--- config.mk ---
export PLATFORM = sky130hd
export DESIGN_NAME = mem_access_stage
export DESIGN_NICKNAME = d
export VERILOG_FILES = /design/src/rtl/mem_access_stage.sv
export SDC_FILE = /design/constraint.sdc
export NUM_CORES = 1
export LEC_CHECK = 0
export BUFFER_PORTS_ARGS = -buffer_cell sky130_fd_sc_hd__buf_2
export CORE_MARGIN = 2
export CORE_UTILIZATION = 45
export DETAILED_ROUTE_END_ITERATION = 6
export HOLD_SLACK_MARGIN = 0.05
export PLACE_DENSITY = 0.72
export SYNTH_ARGS = -nofsm -noshare
export SYNTH_HDL_FRONTEND = slang
export SYNTH_SLANG_ARGS = --single-unit
--- constraint.sdc ---
create_clock -name clk -period 3.8 [get_ports clk]
set_input_delay 0.57 -clock clk [delete_from_list [all_inputs] [get_ports clk]]
set_output_delay 0.57 -clock clk [all_outputs]
set_load 0.05 [all_outputs]
--- src/rtl/mem_access_stage.sv ---
// mem_access_stage: data-memory access stage between EX/MEM and MEM/WB.
// Issues loads/stores on a req/ack bus with a timeout and registers one result per instruction.
module mem_access_stage #(
  parameter int TIMEOUT = 16,
  parameter int REG_W   = 5
) (
  input  logic             clk,
  input  logic             rst,
  input  logic             in_valid,
  input  logic             in_mem_read,
  input  logic             in_mem_write,
  input  logic [1:0]       in_wb_ctrl,
  input  logic [31:0]      in_alu_result,
  input  logic [31:0]      in_write_data,
  input  logic [REG_W-1:0] in_write_reg,
  output logic             stall,
  output logic             mem_req,
  output logic             mem_we,
  output logic [31:0]      mem_addr,
  output logic [31:0]      mem_wdata,
  input  logic [31:0]      mem_rdata,
  input  logic             mem_ack,
  output logic             out_valid,
  output logic [1:0]       control_signal_WB,
  output logic [31:0]      ALU_result,
  output logic [31:0]      MEM_read_data,
  output logic [REG_W-1:0] out_write_reg,
  output logic [1:0]       out_err
);
  localparam int CW = $clog2(TIMEOUT + 1);
  typedef enum logic {IDLE, ACCESS} state_t;
  state_t           state_q, state_d;
  logic [CW-1:0]    cnt_q, cnt_d;
  logic             mem_req_q, mem_req_d, mem_we_q, mem_we_d;
  logic [31:0]      mem_addr_q, mem_addr_d, mem_wdata_q, mem_wdata_d;
  logic [1:0]       pend_wb_q, pend_wb_d;
  logic [REG_W-1:0] pend_reg_q, pend_reg_d;
  logic             pend_load_q, pend_load_d;
  logic             out_valid_q, out_valid_d;
  logic [1:0]       wb_out_q, wb_out_d, err_out_q, err_out_d;
  logic [31:0]      alu_out_q, alu_out_d, rdata_out_q, rdata_out_d;
  logic [REG_W-1:0] wreg_out_q, wreg_out_d;
  logic             is_mem, misaligned, timeout;
  always_comb begin
    state_d     = state_q;
    cnt_d       = cnt_q;
    mem_req_d   = mem_req_q;
    mem_we_d    = mem_we_q;
    mem_addr_d  = mem_addr_q;
    mem_wdata_d = mem_wdata_q;
    pend_wb_d   = pend_wb_q;
    pend_reg_d  = pend_reg_q;
    pend_load_d = pend_load_q;
    out_valid_d = 1'b0;
    wb_out_d    = wb_out_q;
    alu_out_d   = alu_out_q;
    rdata_out_d = rdata_out_q;
    wreg_out_d  = wreg_out_q;
    err_out_d   = err_out_q;
    is_mem      = in_mem_read | in_mem_write;
    misaligned  = is_mem & (|in_alu_result[1:0]);
    timeout     = cnt_q == CW'(TIMEOUT - 1);
    if (state_q == IDLE) begin
      if (in_valid && (!is_mem || misaligned)) begin
        out_valid_d = 1'b1;
        wb_out_d    = misaligned ? 2'b00 : in_wb_ctrl;
        alu_out_d   = in_alu_result;
        rdata_out_d = '0;
        wreg_out_d  = in_write_reg;
        err_out_d   = misaligned ? 2'b01 : 2'b00;
      end else if (in_valid) begin
        state_d     = ACCESS;
        cnt_d       = '0;
        mem_req_d   = 1'b1;
        mem_we_d    = in_mem_write;
        mem_addr_d  = {in_alu_result[31:2], 2'b00};
        mem_wdata_d = in_write_data;
        pend_wb_d   = in_wb_ctrl;
        pend_reg_d  = in_write_reg;
        pend_load_d = in_mem_read & ~in_mem_write;
      end
    end else if (mem_ack || timeout) begin
      // an ack on the final allowed cycle still counts as a normal completion
      state_d     = IDLE;
      mem_req_d   = 1'b0;
      out_valid_d = 1'b1;
      wb_out_d    = mem_ack ? pend_wb_q : 2'b00;
      alu_out_d   = mem_addr_q;
      rdata_out_d = (mem_ack && pend_load_q) ? mem_rdata : '0;
      wreg_out_d  = pend_reg_q;
      err_out_d   = mem_ack ? 2'b00 : 2'b10;
    end else begin
      cnt_d = cnt_q + 1'b1;
    end
  end
  always_ff @(posedge clk or negedge rst) begin
    if (!rst) begin
      state_q     <= IDLE;
      cnt_q       <= '0;
      mem_req_q   <= 1'b0;
      mem_we_q    <= 1'b0;
      mem_addr_q  <= '0;
      mem_wdata_q <= '0;
      pend_wb_q   <= '0;
      pend_reg_q  <= '0;
      pend_load_q <= 1'b0;
      out_valid_q <= 1'b0;
      wb_out_q    <= '0;
      alu_out_q   <= '0;
      rdata_out_q <= '0;
      wreg_out_q  <= '0;
      err_out_q   <= '0;
    end else begin
      state_q     <= state_d;
      cnt_q       <= cnt_d;
      mem_req_q   <= mem_req_d;
      mem_we_q    <= mem_we_d;
      mem_addr_q  <= mem_addr_d;
      mem_wdata_q <= mem_wdata_d;
      pend_wb_q   <= pend_wb_d;
      pend_reg_q  <= pend_reg_d;
      pend_load_q <= pend_load_d;
      out_valid_q <= out_valid_d;
      wb_out_q    <= wb_out_d;
      alu_out_q   <= alu_out_d;
      rdata_out_q <= rdata_out_d;
      wreg_out_q  <= wreg_out_d;
      err_out_q   <= err_out_d;
    end
  end
  assign stall             = state_q == ACCESS;
  assign mem_req           = mem_req_q;
  assign mem_we            = mem_we_q;
  assign mem_addr          = mem_addr_q;
  assign mem_wdata         = mem_wdata_q;
  assign out_valid         = out_valid_q;
  assign control_signal_WB = wb_out_q;
  assign ALU_result        = alu_out_q;
  assign MEM_read_data     = rdata_out_q;
  assign out_write_reg     = wreg_out_q;
  assign out_err           = err_out_q;
endmodule

[After elaboration in Yosys (flattened, before gate mapping)]
Index checks and enable logic that the tools add are counted.
W data, S select, Z words.
Word-level totals
  bits in registers: 152
  bits of input ports: 109
  output and inout bits: 141
  word-level logic and storage cells: 73
Cells by class
  $add $sub $neg: 1
  equality and inequality tests: 4
  muxes and demuxes: 35
  bitwise operators: 6
  reduce and logical (&&, ||, !) cells: 12
Operators with widths (count)
  $mux W32: 7
  $mux W5: 7
  $mux W2: 9
  $mux W1: 12
  $reduce_and A3 Y1: 3
  $add A5 B1 Y5 const B: 1
  $eq A5 B4 Y1 const B: 1
  $ne A2 B2 Y1 const B: 2
  $reduce_bool A2 Y1: 2
  $not A1 Y1: 3
  $and A1 B1 Y1: 2
  $logic_and A1 B1 Y1: 2
  $logic_or A1 B1 Y1: 2
  $ne A2 B1 Y1 const B: 1
  $reduce_and A2 Y1: 1
  $reduce_or A2 Y1: 1
  $logic_not A1 Y1: 1
  $or A1 B1 Y1: 1

[Longest topological paths before layout]
Gate-level depths: netlist of run 1.
  depth after elaboration: 6
  depth in mapped cells: 10
  depth with buffers taken out: 7

[Worst setup path before layout of run 1]
No wires, ideal clock.
  kind: flip-flop to flip-flop
  start point: register cnt_q[0]
  end point: register alu_out_q[12], in the netlist ALU_result[12]
  library setup time: 0.127 ns
  arrival: 1.992 ns
  required time: 3.673 ns
  path slack: 1.681 ns
  cell stages (with the launch flop): 11
  buffers on the path: 3
  clock period less this slack: 2.119 ns
  cells stage by stage: dfrtp_1 -> ha_1 -> and3_1 -> ha_1 -> o21ai_0 -> o21a_1 -> buf_4 -> inv_2 -> buf_6 -> buf_6 -> mux2_1
On the way
  longest elaborated chain between the ends: 4
RTL lines
  start, declared: RTL line 33  | logic [CW-1:0] cnt_q, cnt_d;
  start signal, assigned: RTL line 115  | cnt_q <= cnt_d;
  $eq A5 B4 Y1: RTL line 62  | timeout = cnt_q == CW'(TIMEOUT - 1);
  $logic_or A1 B1 Y1: RTL line 82  | end else if (mem_ack || timeout) begin
  $ne A2 B1 Y1 (no line)
  $reduce_and A2 Y1 (no line)
  end signal, assigned: RTL line 125  | alu_out_q <= alu_out_d;
  end, declared: RTL line 41  | logic [31:0] alu_out_q, alu_out_d, rdata_out_q, rdata_out_d;
Every way passes these cells.
A chain may end at the register's enable or synchronous reset.

[Worst setup path after layout of run 1]
  start point: register state_q, in the netlist stall
  end point: register alu_out_q[28], in the netlist ALU_result[28]
On the way
  longest elaborated chain between the ends: 2
  elaborated cells on any way between the ends: 4
  classes of those cells: eq/ne (1); mux (1); reduce/logical (2)
RTL lines
  start, declared: RTL line 32  | state_t state_q, state_d;
  start signal, assigned: RTL line 114  | state_q <= state_d;
  $ne A2 B1 Y1 (no line) or $reduce_bool A2 Y1 (tied branches)
  $reduce_and A2 Y1 (no line)
Parallel ways exist; a longest one is shown, timed or not.

==> results of run 1 <==
cells in the mapped netlist, drive strengths merged:
cell type and instances:
o21a 2, or3b 1, nand3 3, a32o 4, nor2b 1, mux2 73
nor4 2, o22ai 1, o21ai 4, nand3b 1, clkbuf 17, a22o 35
o22a 1, inv 4, or4 1, dfrtp 152, buf 19, and3 2
ha 2, nor3 1, a21o 1, nand2b 1, conb 1, nor2 3
nand2 214
cell families (layout without fill, tap and decap cells):
logic type / after synthesis / count (layout)
other: 1 / 2
adder cells (fa/ha/maj): 2 / 2
flip-flops: 152 / 152
multiplexers: 73 / 73
AND/OR/NAND/NOR: 230 / 230
buffers and inverters: 40 / 290
AO/OA/AOI/OAI: 48 / 48
power groups by stage:
stage	Clock [mW]	Sequential [mW]	Combinational [mW]
3_5_place_dp	0	2.08	1.69
5_1_grt	1.77	2.09	1.77
2_1_floorplan	0	2.94	0.358
4_1_cts	1.70	2.05	1.69
3_3_place_gp	0	2.06	1.66
6_report	1.66	2.05	1.67
placed cells by master, fill, tap and decap left out, types with 2 or more instances in the layout:
master,netlist,routed
a22o_1,35,35
a32o_1,4,4
and3_1,2,2
buf_2,8,246
buf_4,3,7
bufinv_16,0,2
clkbuf_1,17,2
clkbuf_16,0,17
clkbuf_8,0,3
clkinv_2,0,2
clkinv_4,0,2
clkinvlp_4,0,3
conb_1,1,2
dfrtp_1,152,151
ha_1,2,2
inv_1,3,3
mux2_1,7,7
mux2_2,66,66
nand2_1,214,214
nand3_1,3,3
nor2_1,3,3
o21a_1,2,2
o21ai_0,4,4
worst paths after layout:
| kind | startpoint | end | slack, ns | cells past startpoint |
|---|---|---|---|---|
| worst min-delay path | rst | ALU_result[14] | 0.25 | 1 |
| worst max register to register | stall | ALU_result[28] | 1.25 | 6 |
| max in group asynchronous | rst | pend_reg_q[4] | 2.60 | 2 |
| min in group clk | in_write_data[30] | mem_wdata[30] | 0.35 | 3 |
| worst max-delay path | stall | ALU_result[28] | 1.25 | 6 |
| worst min register to register | mem_wdata[18] | mem_wdata[18] | 0.47 | 2 |
through the flow:
stage | hold slack [ns] | power (mW) | cell area (sq um)
after floorplan | 0.274 | 3.30 | 6200
after global placement | 0.452 | 3.73 | 7510
after detailed placement | 0.457 | 3.76 | 7510
after CTS | 0.272 | 5.44 | 8110
after global routing | 0.317 | 5.63 | 8110
final | 0.253 | 5.39 | 8110
layer usage:
layer  routed length (um)  GRT usage  vias to the layer above  share of wire
met4                  165     0.0668                        2          0.011
met5                   10          0                        -        0.00066
met1                 6530      0.272                     2281           0.43
met3                 1350     0.0616                       15          0.089
li1                     -          -                     2279              -
met2                 7120      0.341                      213           0.47
worst max-delay path: stages, from the launching register on:
cell	delay, ns
dfrtp_2	0.35
buf_4	0.48
o21ai_0	0.24
o21a_1	0.19
inv_2	0.55
buf_4	0.27
mux2_2	0.34
layout make-up:
cell class | instances | area [sq um]
Timing Repair Buffer | 254 | 1290
Tap cell | 176 | 220
Multi-Input combinational cell | 355 | 2180
Fill cell | 1129 | 5240
Sequential cell | 152 | 3800
Clock buffer | 22 | 474
Inverter | 4 | 15.0
Clock inverter | 10 | 119
==> impl_metrics.py, run 1 <==
metrics = {
    "global_route": {
        "grt_pass1_wl_mm": 24.0,
        "antenna_found_initial": 1,
        "grt_max_degree": 96,
        "grt_pass1_vias": 4835,
        "grt_use_total": 0.210,
        "grt_overflow_total": 0,
    },
    "power": {
        "power.share.combinational": 0.310,
        "seq_power_share": 0.382,
        "irDropWorstVdd_mv": 0.414,
        "p_sw_mw": 2.05,
        "switching_share": 0.382,
        "power_frac_clock": 0.308,
        "power.internal_mw": 3.33,
        "power_leakage_nw": 4.44,
        "p_per_area_mw_per_mm2": 664,
    },
    "clocking": {
        "cts-root-buf": "clkbuf_16",
        "clkSinkCount": 152,
        "cts_inserted_buffers": 17,
        "cts.clk_slew.worst_paths_ns": 0.06,
        "htree_levels": 4,
        "holdBufCountCts": 0,
        "insertion_delay_ns": 0.41,
        "post-cts-setup-buffers": 0,
        "cts_max_path_buffers": 2,
        "cts_tree": "yes",
        "ctsResizeCount": 0,
    },
    "synthesis": {
        "synth-simple-area-share": 0.147,
        "synthMuxAreaShare": 0.133,
        "seq_area_frac_synth": 0.614,
        "syn_avg_cell_area_sq_um": 11.4,
        "syn_inst": 546,
        "synth_area_leaders": "dfrtp_1 61%, nand2_1 13%, mux2_2 12%",
        "yosys_register_bits": 152,
        "synth_top_area_share": 0.614,
        "synth_top_family_by_area": "simple AND/OR/NAND/NOR gates",
        "syn_area_sq_mm": 0.00620,
        "yosysTopAreaCell": "dfrtp_1",
        "synth-xor-area-share": 0,
        "synth.distinct_cells": 30,
        "synth_fa_ha_area_frac": 0.00404,
        "synth_compound_area_frac": 0.0652,
        "yosysWarnings": 0,
    },
    "timing": {
        "finalCritPeriodShare": 0.670,
        "setup_tns_ns": 0,
        "maxSlewViolCount": 0,
        "min_period_ns": 2.55,
        "finalWorstSetupSlack_ns": 1.25,
        "final-setup-viol-count": 0,
        "tightest_slew_ns": 1.12,
        "grt_setup_unrepaired": "no",
        "hold_violations": 0,
        "skew_ns": 0.00664,
        "worst_slew_margin_rel": 0.252,
        "fmax_mhz": 393,
    },
    "die": {
        "chipHeight_um": 121,
        "die_width_um": 121,
        "rows": 42,
        "start_util": 0.464,
        "dieArea_sq_mm": 0.0147,
        "ios": 250,
        "coreArea_sq_mm": 0.0133,
    },
    "cells_and_area": {
        "layout.cells.non_filler": 973,
        "drive_above_1_share": 0.447,
        "nNetsFinal": 895,
        "utilization": 0.607,
        "area_delta_synth_final_pct": 30.8,
        "antennaDiodeCount": 0,
    },
    "detailed_routing": {
        "wl_per_cell_um": 15.6,
        "first_pass_iters": 4,
        "drtAntennaViolNets": 0,
        "drt_iter0_markers": 265,
        "vias": 4790,
        "drcViolationCount": 0,
        "wl_mm": 15.2,
        "routed_via_density": 4.92,
    },
    "setup_path": {
        "crit_arrival_ns": 2.84,
        "worstSetupPathType": "flip-flop to flip-flop",
        "start_kind": "flip-flop",
        "cp-end-kind": "flip-flop",
        "crit_required_ns": 4.09,
        "cp_max_fo": 46,
    },
    "worst_hold_path": {
        "worstHoldPathType": "input pin to asynchronous set/reset pin",
    },
    "status": {
        "status": "finished, final reports clean",
    },
    "place": {
        "io_buffer_count": 247,
        "dp_cells": 941,
        "place_ws_ns": 1.17,
        "gp_congestion": 0.756,
        "hpwl_mm": 10.5,
    },
    "run": {
        "maxCapViolations": 0,
    },
}
No activity file was read; power rests on OpenSTA's default activity.
==> inputs of run 2 (changes only) <==
--- a/config.mk
+++ b/config.mk
@@ -5,12 +5,13 @@
 export SDC_FILE = /design/constraint.sdc
 export NUM_CORES = 1
 export LEC_CHECK = 0
+export ABC_AREA = 1
 export BUFFER_PORTS_ARGS = -buffer_cell sky130_fd_sc_hd__buf_2
 export CORE_MARGIN = 2
-export CORE_UTILIZATION = 45
+export CORE_UTILIZATION = 44
 export DETAILED_ROUTE_END_ITERATION = 6
 export HOLD_SLACK_MARGIN = 0.05
-export PLACE_DENSITY = 0.72
+export PLACE_DENSITY = 0.73
 export SYNTH_ARGS = -nofsm -noshare
 export SYNTH_HDL_FRONTEND = slang
 export SYNTH_SLANG_ARGS = --single-unit
==> constraint.sdc (replaced) <==
create_clock -name clk -period 2.2 [get_ports clk]
set_input_delay 0.33 -clock clk [delete_from_list [all_inputs] [get_ports clk]]
set_output_delay 0.33 -clock clk [all_outputs]
set_load 0.05 [all_outputs]
==> run 2 against run 1 <==
Worst setup slack lost 1.0 ns. Final area rose by 3.6%. Routed wire length grew 9.0%. Combinational power rose by 61%. Critical endpoint is now ALU_result[20].
==> impl_metrics.py, run 2 <==
metrics = {
    "setup_path": {
        "critical-path-max-stage-delay_ns": 0.46,
        "critPathTopFamily": "buffers and inverters",
        "start_kind": "flip-flop",
        "cp-end-kind": "flip-flop",
        "crit_chain": "ha_1, nand2_1, nor2_1, ha_1, o21ai_4, buf_4, nand3_1, nand2_1",
        "crit_arrival_ns": 2.30,
        "worstSetupPathType": "flip-flop to flip-flop",
        "cp_num_buf_inv": 1,
        "cp_slowest_cell": "buf_4",
        "crit_required_ns": 2.55,
        "cp_max_fo": 44,
    },
    "detailed_routing": {
        "vias": 5684,
        "met1_length_mm": 7.03,
        "drcViolationCount": 0,
        "routed_via_density": 4.77,
        "first_pass_iters": 5,
        "drt_iter0_markers": 391,
        "top_layer_used": "met4",
        "met3_length_um": 969,
        "wl_per_cell_um": 13.9,
        "wl_mm": 16.5,
        "wl_met2_mm": 8.30,
        "drtAntennaViolNets": 0,
    },
    "global_route": {
        "grt_pass1_wl_mm": 27.9,
        "antenna_found_initial": 0,
        "grt_overflow_total": 0,
        "grt_use_total": 0.222,
        "grt_max_degree": 61,
        "grt_pass1_vias": 5575,
    },
    "clocking": {
        "insertion_delay_ns": 0.42,
        "cts-root-buf": "clkbuf_16",
        "clkSinkCount": 152,
        "cts_tree": "yes",
        "cts.clk_slew.worst_paths_ns": 0.06,
        "cts_max_path_buffers": 2,
        "htree_levels": 4,
        "cts_inserted_buffers": 17,
    },
    "timing": {
        "hold_violations": 0,
        "setup_tns_ns": 0,
        "min_period_ns": 1.96,
        "finalWorstSetupSlack_ns": 0.243,
        "fmax_mhz": 511,
        "timing.hold.ws_ns": 0.103,
        "maxSlewViolCount": 0,
        "skew_ns": 0.00950,
        "tightest_slew_ns": 0.709,
        "grt_setup_unrepaired": "no",
        "finalCritPeriodShare": 0.889,
        "final-setup-viol-count": 0,
        "worst_slew_margin_rel": 0.526,
    },
    "die": {
        "start_util": 0.447,
        "die_width_um": 125,
        "chipHeight_um": 125,
        "rows": 44,
        "coreArea_sq_mm": 0.0144,
        "dieArea_sq_mm": 0.0156,
        "ios": 250,
    },
    "synthesis": {
        "seq_area_frac_synth": 0.590,
        "synth_common_cells": "337 x nand2_1, 152 x dfrtp_1, 78 x nand3_1",
        "yosysWarnings": 0,
        "synth.distinct_cells": 19,
        "yosysMostFrequentCell": "nand2_1",
        "synth_top_area_share": 0.590,
        "syn_inst": 761,
        "synth_flop_cell": "dfrtp_1",
        "synthArstFlopShare": 1.00,
        "synth-edff-count": 0,
        "yosys_register_bits": 152,
        "synth_area_leaders": "dfrtp_1 59%, nand2_1 20%, nand3_1 6.1%",
        "syn_avg_cell_area_sq_um": 8.47,
        "yosysTopAreaCell": "dfrtp_1",
        "syn_area_sq_mm": 0.00644,
    },
    "place": {
        "hpwl_mm": 11.4,
        "gp_congestion": 0.794,
        "dp_cells": 1160,
        "io_buffer_count": 247,
        "place_ws_ns": 0.297,
        "placed_area_sq_mm": 0.00779,
    },
    "status": {
        "status": "finished, final reports clean",
    },
    "cells_and_area": {
        "nNetsFinal": 1107,
        "antennaDiodeCount": 0,
        "drive_above_1_share": 0.301,
        "layout.cells.non_filler": 1192,
        "utilization": 0.582,
        "layout_common_cells": "337 x nand2_1, 246 x buf_2, 151 x dfrtp_1, 78 x nand3_1, 72 x o21ai_0",
        "area_delta_synth_final_pct": 30.3,
        "fin_area_sq_mm": 0.00840,
        "final_common_cell": "nand2_1",
    },
    "power": {
        "irDropWorstVdd_mv": 0.616,
        "power_mw": 9.13,
        "p_per_area_mw_per_mm2": 1090,
        "power_leakage_nw": 4.89,
    },
    "run": {
        "maxCapViolations": 0,
    },
    "worst_hold_path": {
        "worstHoldPathType": "input pin to flip-flop",
    },
}
run 2: changes by cell type after synthesis, moves of 6 or more:
cell,delta
a22o_1,-35
o21ai_0,+68
inv_1,+44
buf_2,+15
nand2_1,+123
clkbuf_1,-6
buf_4,+7
nand3_1,+75
mux2_1,-7
mux2_2,-66
run 2: layout make-up:
type,count,area (sq um)
Tap cell,184,230
Clock inverter,11,148
Sequential cell,152,3800
Clock buffer,20,447
Fill cell,1323,6020
Multi-Input combinational cell,513,2200
Timing Repair Buffer,263,1390
Inverter,49,184
run 2: what timing repair did:
item / CTS / global route
gates resized for setup: 0 / 0
buffers inserted: 0 / 0
hold buffers: 1 / 0
hold endpoints to repair: 45 / 0
run 2: report_power, final:
part	switching (mW)	internal (mW)	leakage, nW
clock	1.14	1.81	0.279
combinational	2.09	0.599	2.66
sequential	0.264	3.23	1.95
total	3.49	5.64	4.89
run 2: worst min-delay path: stages:
cell,delay (ns)
buf_2,0.07
nand2_1,0.04
nand2_1,0.04
run 2: worst paths after layout:
check	start	to	slack, ns	cells past startpoint
setup / recovery	cnt_q[0]	ALU_result[20]	0.24	8
hold / removal	in_write_data[23]	mem_wdata[23]	0.10	3
setup reg to reg	cnt_q[0]	ALU_result[20]	0.24	8
hold reg to reg	mem_wdata[17]	mem_wdata[17]	0.47	2
max in group asynchronous	rst	mem_wdata[1]	1.06	3
min in group asynchronous	rst	mem_addr[31]	0.39	2
run 2: metal layers:
layer	track usage	up-vias
li1	-	2837
met1	0.289	2633
met2	0.366	194
met3	0.0565	20
met4	0.0693	0
met5	0	-
run 2: logic make-up (layout without fill, tap and decap cells):
logic type,count (synthesis),after routing,share of synthesized area
AND/OR/NAND/NOR,431,431,0.273
flip-flops,152,152,0.590
buffers and inverters,97,343,0.0714
AO/OA/AOI/OAI,78,78,0.0606
adder cells (fa/ha/maj),2,2,0.00388
other,1,2,0.000582
==> inputs of run 3 (changes only) <==
--- a/config.mk
+++ b/config.mk
@@ -8,10 +8,10 @@
 export ABC_AREA = 1
 export BUFFER_PORTS_ARGS = -buffer_cell sky130_fd_sc_hd__buf_2
 export CORE_MARGIN = 2
-export CORE_UTILIZATION = 44
+export CORE_UTILIZATION = 45
 export DETAILED_ROUTE_END_ITERATION = 6
 export HOLD_SLACK_MARGIN = 0.05
-export PLACE_DENSITY = 0.73
+export PLACE_DENSITY = 0.72
 export SYNTH_ARGS = -nofsm -noshare
 export SYNTH_HDL_FRONTEND = slang
 export SYNTH_SLANG_ARGS = --single-unit
==> constraint.sdc (replaced) <==
create_clock -name clk -period 2.55 [get_ports clk]
set_input_delay 0.3825 -clock clk [delete_from_list [all_inputs] [get_ports clk]]
set_output_delay 0.3825 -clock clk [all_outputs]
set_load 0.05 [all_outputs]
==> run 3 against run 2 <==
Non-clock buffer count is 1 lower. Sequential cell count stayed put. Register-to-register slack better by 0.44 ns. Maximum frequency is 4.9% higher. Worst setup slack better by 0.44 ns. Combinational power is 14% lower. Largest cell class unchanged. Largest power group unchanged. Highest routed layer unchanged.
==> impl_metrics.py, run 3 (same netlist as run 2, synthesis figures left out) <==
metrics = {
    "die": {
        "dieArea_sq_mm": 0.0153,
        "chipHeight_um": 124,
        "start_util": 0.463,
        "ios": 250,
        "die_width_um": 124,
        "coreArea_sq_mm": 0.0139,
        "rows": 43,
    },
    "setup_path": {
        "crit_chain": "ha_1, nand2_1, nor2_1, ha_1, o21ai_4, buf_4, nand3_1, nand2_1",
        "cp_max_fo": 41,
        "start_kind": "flip-flop",
        "r2r_slack_ns": 0.68,
        "critPathTopFamily": "adder cells",
        "crit_required_ns": 2.90,
        "cp-end-kind": "flip-flop",
        "critical-path-max-stage-delay_ns": 0.41,
        "crit_arrival_ns": 2.22,
        "worstSetupPathType": "flip-flop to flip-flop",
        "cp_slowest_cell": "buf_4",
        "cp_num_buf_inv": 1,
    },
    "timing": {
        "finalCritPeriodShare": 0.732,
        "setup_tns_ns": 0,
        "fmax_mhz": 536,
        "grt_setup_unrepaired": "no",
        "hold_violations": 0,
        "maxSlewViolCount": 0,
        "finalWorstSetupSlack_ns": 0.684,
        "worst_slew_margin_rel": 0.516,
        "min_period_ns": 1.87,
        "skew_ns": 0.00825,
        "tightest_slew_ns": 0.726,
        "final-setup-viol-count": 0,
    },
    "place": {
        "gp_congestion": 0.789,
        "placed_area_sq_mm": 0.00778,
        "io_buffer_count": 247,
        "place_ws_ns": 0.700,
        "dp_cells": 1155,
        "hpwl_mm": 11.3,
    },
    "clocking": {
        "cts-root-buf": "clkbuf_16",
        "cts_inserted_buffers": 17,
        "clkSinkCount": 152,
        "cts.clk_slew.worst_paths_ns": 0.06,
        "post-cts-setup-buffers": 0,
        "cts_tree": "yes",
        "ctsResizeCount": 0,
        "insertion_delay_ns": 0.42,
        "cts_max_path_buffers": 2,
        "htree_levels": 4,
    },
    "power": {
        "p_per_area_mw_per_mm2": 942,
        "power.internal_mw": 4.93,
        "seq_power_share": 0.380,
        "power_leakage_nw": 4.88,
        "switching_share": 0.377,
        "irDropWorstVdd_mv": 0.532,
        "power.share.combinational": 0.292,
        "power_frac_clock": 0.328,
        "p_sw_mw": 2.99,
    },
    "global_route": {
        "top_usage_layer": "met2",
        "grt_overflow_total": 0,
        "grtUsageMet1": 0.297,
        "antenna_found_initial": 0,
        "grt_pass1_wl_mm": 26.2,
        "grt_use_total": 0.222,
        "grt_pass1_vias": 5311,
        "grt.met3_usage": 0.0536,
        "grt_max_degree": 86,
        "use_met2": 0.343,
    },
    "detailed_routing": {
        "first_pass_iters": 4,
        "vias": 5672,
        "drcViolationCount": 0,
        "wl_per_cell_um": 13.9,
        "drt_iter0_markers": 402,
        "routed_via_density": 4.77,
        "drtAntennaViolNets": 0,
        "wl_mm": 16.5,
    },
    "cells_and_area": {
        "final_common_cell": "nand2_1",
        "antennaDiodeCount": 0,
        "nNetsFinal": 1106,
        "fin_area_sq_mm": 0.00841,
        "area_delta_synth_final_pct": 30.4,
        "layout_common_cells": "337 x nand2_1, 246 x buf_2, 151 x dfrtp_1, 78 x nand3_1, 72 x o21ai_0",
        "nFillCells": 1253,
        "utilization": 0.603,
        "layout.cells.non_filler": 1188,
        "drive_above_1_share": 0.300,
    },
    "status": {
        "status": "finished, final reports clean",
    },
    "run": {
        "maxCapViolations": 0,
    },
    "worst_hold_path": {
        "worstHoldPathType": "input pin to flip-flop",
    },
}
==> run 3: changes by cell type in the layout (fill, tap and decap cells not counted) <==
| cell | delta |
|---|---|
| clkinv_4 | +1 |
| clkbuf_8 | -1 |
| clkinvlp_4 | +1 |
| inv_6 | -2 |
| clkbuf_1 | +1 |
| bufinv_16 | +1 |
| buf_4 | -1 |
==> run 3: worst reg2reg max path, stage by stage, from the launching register on <==
cell	delay, ns
dfrtp_1	0.40
ha_1	0.22
nand2_1	0.08
nor2_1	0.05
ha_1	0.23
o21ai_4	0.15
buf_4	0.41
nand3_1	0.17
nand2_1	0.09
==> run 3: timing repair <==
| item | 4_1_cts | 5_1_grt |
|---|---|---|
| endpoints found under the setup margin | 0 | 0 |
| hold buffers | 1 | 0 |
| hold endpoints to repair | 60 | 0 |
==> run 3: final cells by class <==
type | count | area [sq um] | area share
inverters | 49 | 184 | 0.0219
flip-flops and latches | 152 | 3800 | 0.453
clock inverters | 12 | 176 | 0.0210
clock buffers | 20 | 437 | 0.0520
repair buffers | 262 | 1380 | 0.164
well taps | 180 | 225 | 0.0268
multi-input cells | 513 | 2200 | 0.261
==> run 3: metal layers <==
| layer | share of wire | wire [um] | vias up |
|---|---|---|---|
| met5 | 0 | 0 | - |
| met3 | 0.065 | 1080 | 31 |
| met1 | 0.43 | 7080 | 2601 |
| met4 | 0.027 | 438 | 0 |
| met2 | 0.48 | 7870 | 199 |
| li1 | - | - | 2841 |
==> run 3: path summary, 6_finish.rpt <==
| check | start | end | cells past startpoint |
|---|---|---|---|
| worst max-delay path | cnt_q[0] | ALU_result[11] | 8 |
| worst min-delay path | in_write_data[1] | mem_wdata[1] | 3 |
| worst max register to register | cnt_q[0] | ALU_result[11] | 8 |
| worst min register to register | mem_req | mem_req | 2 |
| max in group asynchronous | rst | mem_addr[30] | 3 |
| min in group asynchronous | rst | pend_reg_q[3] | 2 |
==> run 3: power groups by stage <==
stage | clock, mW | sequential, mW | combinational, mW
detailed placement | 0 | 3.04 | 2.33
finish | 2.60 | 3.01 | 2.31
global placement | 0 | 3.04 | 2.30
floorplan | 0 | 4.22 | 0.502
CTS | 2.65 | 3.01 | 2.33
global route | 2.76 | 3.06 | 2.48
==> run 3: metrics by stage <==
stage          power, mW  hold slack (ns)
2_1_floorplan       4.72           0.0869
3_3_place_gp        5.34            0.424
3_5_place_dp        5.38            0.424
4_1_cts             7.99            0.137
5_1_grt             8.31            0.148
6_report            7.92            0.157
